## config.mk

```make
export PLATFORM = sky130hd
export DESIGN_NAME = uart_tx
export DESIGN_NICKNAME = d
export VERILOG_FILES = /design/src/rtl/uart_tx.sv
export SDC_FILE = /design/constraint.sdc
export NUM_CORES = 1
export LEC_CHECK = 0
export CAP_MARGIN = 10
export CORE_UTILIZATION = 45
export CTS_BUF_LIST = sky130_fd_sc_hd__clkbuf_16
export CTS_CLUSTER_SIZE = 30
export DETAILED_ROUTE_END_ITERATION = 10
export GPL_ROUTABILITY_DRIVEN = 0
export GPL_TIMING_DRIVEN = 0
export MAX_ROUTING_LAYER = met4
export PLACE_DENSITY = 0.66
export SYNTH_ARGS = -nofsm -noshare
export SYNTH_HDL_FRONTEND = slang
export SYNTH_SLANG_ARGS = --single-unit
```

## constraint.sdc

```tcl
create_clock -name CLK -period 4.64 [get_ports CLK]
set_input_delay 0.928 -clock CLK [delete_from_list [all_inputs] [get_ports CLK]]
set_output_delay 0.928 -clock CLK [all_outputs]
set_load 0.01 [all_outputs]
```

## src/rtl/uart_tx.sv

```systemverilog
// UART transmitter: start bit, 8 data bits LSB-first, optional odd parity, stop bit,
// with a level SEND/SENT handshake. Define UART_TX_PARITY_EN to include the parity bit.
module uart_tx #(
    parameter int unsigned CLK_FREQUENCY = 100_000_000,
    parameter int unsigned BAUD_RATE     = 19_200
) (
    input  logic       CLK,
    input  logic       RST,
    input  logic       SEND,
    input  logic [7:0] DIN,
    output logic       TX,
    output logic       BUSY,
    output logic       SENT
);

    localparam int unsigned BAUD_CYCLES = CLK_FREQUENCY / BAUD_RATE;
    localparam int unsigned CW          = (BAUD_CYCLES > 1) ? $clog2(BAUD_CYCLES) : 1;
    localparam logic [CW-1:0] BAUD_LAST = CW'(BAUD_CYCLES - 1);

`ifdef UART_TX_PARITY_EN
    typedef enum logic [2:0] {IDLE, START, BITS, PAR, STOP, ACK} state_t;
`else
    typedef enum logic [2:0] {IDLE, START, BITS, STOP, ACK} state_t;
`endif

    state_t          state_q, state_d;
    logic [CW-1:0]   baud_q, baud_d;
    logic [2:0]      bit_q, bit_d;
    logic [7:0]      shift_q, shift_d;
    logic            tx_q, tx_d;
    logic            busy_q, busy_d;
    logic            sent_q, sent_d;
    logic            bit_end;
`ifdef UART_TX_PARITY_EN
    logic            par_q, par_d;
`endif

    always_ff @(posedge CLK) begin
        if (RST) begin
            state_q <= IDLE;
            baud_q  <= '0;
            bit_q   <= '0;
            shift_q <= '0;
            tx_q    <= 1'b1;
            busy_q  <= 1'b0;
            sent_q  <= 1'b0;
`ifdef UART_TX_PARITY_EN
            par_q   <= 1'b0;
`endif
        end else begin
            state_q <= state_d;
            baud_q  <= baud_d;
            bit_q   <= bit_d;
            shift_q <= shift_d;
            tx_q    <= tx_d;
            busy_q  <= busy_d;
            sent_q  <= sent_d;
`ifdef UART_TX_PARITY_EN
            par_q   <= par_d;
`endif
        end
    end

    always_comb begin
        state_d = state_q;
        baud_d  = baud_q;
        bit_d   = bit_q;
        shift_d = shift_q;
`ifdef UART_TX_PARITY_EN
        par_d   = par_q;
`endif
        bit_end = (baud_q == BAUD_LAST);

        // Baud counter only advances while a bit is on the line
        if (state_q == IDLE || state_q == ACK) begin
            baud_d = '0;
        end else begin
            baud_d = bit_end ? '0 : baud_q + 1'b1;
        end

        case (state_q)
            IDLE: begin
                if (SEND) begin
                    state_d = START;
                    shift_d = DIN;
                    bit_d   = '0;
`ifdef UART_TX_PARITY_EN
                    par_d   = ~^DIN;
`endif
                end
            end
            START: begin
                if (bit_end) state_d = BITS;
            end
            BITS: begin
                if (bit_end) begin
                    shift_d = {1'b0, shift_q[7:1]};
                    bit_d   = bit_q + 3'd1;
                    if (bit_q == 3'd7) begin
`ifdef UART_TX_PARITY_EN
                        state_d = PAR;
`else
                        state_d = STOP;
`endif
                    end
                end
            end
`ifdef UART_TX_PARITY_EN
            PAR: begin
                if (bit_end) state_d = STOP;
            end
`endif
            STOP: begin
                if (bit_end) state_d = ACK;
            end
            ACK: begin
                if (!SEND) state_d = IDLE;
            end
            default: state_d = IDLE;
        endcase

        // Outputs are decoded from the next state so they register on the entering edge
        case (state_d)
            START:   tx_d = 1'b0;
            BITS:    tx_d = shift_d[0];
`ifdef UART_TX_PARITY_EN
            PAR:     tx_d = par_d;
`endif
            default: tx_d = 1'b1;
        endcase
        busy_d = (state_d != IDLE) && (state_d != ACK);
        sent_d = (state_d == ACK);
    end

    assign TX   = tx_q;
    assign BUSY = busy_q;
    assign SENT = sent_q;

endmodule

```

==> out/qor.csv <==
metric,value,unit
pwr-share-seq,0.446,
diodes,0,
ir_drop,0.0003678,V
initialDrtViolationCount,15,
fin_tns_setup,0,ps
drt_wl_total,2392,µm
outcome,"complete, no violations",
yosysWarnings,0,
critPathLaunchType,register,
layout_commonest_cell,dfxtp_1,
clock.fmax,454.1,MHz
p_leak,0.5737,nW
hold_depth,2,
grt_pass1_wl,4071,µm
clk_latency,270,ps
dr.pass1.iters,4,
root_buffer,clkbuf_16,
gr-usage-all-layers,0.1729,
r2r-end,bit_q[0]$_SDFFE_PP0P_,
hold_slack,452.6,ps
fp.dieArea,3108,µm²
grt_overflow,0,
start_util,0.4714,
vias_per_cell,5.639,
rsz0062_at_grt,no,
reg2reg_depth,6,
fillCellCount,263,
die_h,55.75,µm
area_growth,22.81,%
die_x,55.75,µm
drv_cap,0,
cts_resized,0,
cts_hold_buf,0,
clk_pin_slew,50,ps
dr_total_vias,1077,
pwr-share-comb,0.064,
hold_path.startpoint,shift_q[1]$_SDFFE_PP0P_,
drive_above_1_share,0.1063,
io_buffers,12,
final-max-slew-violation-count,0,
cts_buffers,5,
reg2reg_from,baud_q[8]$_SDFF_PP0_,
crit_fanout,10,
post-cts-setup-buffers,0,
finalSetupViolations,0,
ioPinCount,14,
final_nets,173,
yosysUniqueCellTypes,37,
tritoncts,built,
power_frac_clock,0.490,
cp-end-kind,register,
crit_type,reg -> reg,
syn_avg_cell_area,9.286,µm²
reg2reg_setup_slack,2440,ps
cts_max_level,2,
clock_skew,3.579,ps
syn_nets,154,
layout_common_cells,"dfxtp_1, nor2_1, a21oi_1",
p_int,0.0004782,W
fp-row-count,19,
clockBufferDepth,2,
min_period,2202,ps
hpwlAfterDp,1692,µm
worst_ep_required_time,4790,ps
max-slew-margin-rel,0.6110,
drc,0,
clock-sinks,30,
final.period_utilization,0.4746,
sw_frac_of_total,0.2091,
synthCells,140,
min_to,shift_q[1]$_SDFFE_PP0P_,
yosys_register_bits,30,
hold_viol,0,
syn_area,1300,µm²
min_path_type,reg -> reg,
antenna_found_initial,0,
ant_nets,0,
cp_data_arrival_time,2350,ps
tightest_slew,581.0,ps
grt_max_degree,11,
powerDensity,378.8,nW/µm²
yosysSeqAreaShare,0.4620,
grt_pass1_vias,956,
wl_per_cell,12.52,µm
switchingPower,0.0001265,W
core,2758,µm²
registers in the layout, summed over array words and instances (netlist names):
name	flops
state_q	3
shift_q	8
baud_q	13
TX	1
SENT	1
BUSY	1
bit_q	3
power by group through the flow:
stage | clock (W) | sequential (W) | combinational [W]
floorplan | 0 | 0.000275 | 0.0000225
global placement | 0 | 0.000274 | 0.0000384
detailed placement | 0 | 0.000275 | 0.0000389
CTS | 0.000303 | 0.000270 | 0.0000392
global route | 0.000314 | 0.000270 | 0.0000422
finish | 0.000296 | 0.000270 | 0.0000389
per-layer routing:
metal  vias up  share of wire  track usage
met2        28           0.46       0.2496
met5         -              0            -
met3         7          0.051      0.05814
met1       499           0.47       0.2160
met4         0          0.015      0.08571
li1        543              -            -
metrics by stage:
stage                     cell area, µm²  power [W]  std cells    util  worst slack, ps
after floorplan                     1300  0.0002972        140       -             2686
after global placement              1459  0.0003129        183  0.5290             2175
after detailed placement            1459  0.0003137        183  0.5290             2163
after CTS                           1597  0.0006116        191  0.5789             2432
after global routing                1597  0.0006265        191  0.5789             2298
final                               1597  0.0006047        191  0.5789             2438
worst max path at each step:
| stage | from | end | depth (start not counted) |
|---|---|---|---|
| 2_1_floorplan | baud_q[8]$_SDFF_PP0_ | TX$_SDFF_PP1_ | 5 |
| 3_3_place_gp | SEND | shift_q[4]$_SDFFE_PP0P_ | 5 |
| 5_1_grt | baud_q[8]$_SDFF_PP0_ | bit_q[0]$_SDFFE_PP0P_ | 6 |
| 6_report | baud_q[8]$_SDFF_PP0_ | bit_q[0]$_SDFFE_PP0P_ | 6 |
| 3_5_place_dp | SEND | shift_q[6]$_SDFFE_PP0P_ | 5 |
| 4_1_cts | baud_q[8]$_SDFF_PP0_ | bit_q[0]$_SDFFE_PP0P_ | 6 |
logic make-up after synthesis:
group	synth area share
fa+ha+maj	0.02888
simple gates	0.2483
compound gates	0.1646
flops	0.4620
buf+inv	0.02502
xor+xnor	0.04716
mux	0.02406
cells in the mapped netlist (all sizes together):
master  count  area, µm²
a21oi      15      75.07
a221oi      1      15.01
a22oi       7      57.55
a311oi      1      15.01
a31oi       1      6.260
and2        1      6.260
and2b       1      7.510
and3        3      18.77
and4        1      8.760
buf         3      13.76
clkbuf      2      7.510
dfxtp      30      600.6
ha          3      37.54
inv         3      11.26
mux2        1      11.26
mux2i       2      20.02
nand2      13      48.80
nand3       5      25.02
nand4       2      12.51
nand4b      1      8.760
nor2       17      66.32
nor2b       1      6.260
nor3        2      10.01
nor3b       1      7.510
nor4        1      12.51
nor4b       1      23.77
o211ai      2      15.01
o21ai       4      20.02
o311a       1      10.01
or3         5      31.28
or4b        1      13.76
or4bb       1      15.01
xnor2       1      8.760
xor2        6      52.55
cell type report:
cell class,count,area (µm²),area share
multi-input combinational,102,666.9,0.4177
sequential,30,600.6,0.3762
clock buffer,5,125.1,0.07837
timing repair buffer,12,120.1,0.07524
tap,31,38.79,0.02429
buffer,5,21.27,0.01332
clock inverter,3,12.51,0.007837
inverter,3,11.26,0.007053
worst max-delay path, stage by stage (launching register included):
cell and delay (ps):
dfxtp_1 350, or4b_4 600, nor4b_4 600, nor2_2 90, buf_2 210, mux2i_1 180, nor2_1 50
(Power assumes the default switching activity.)
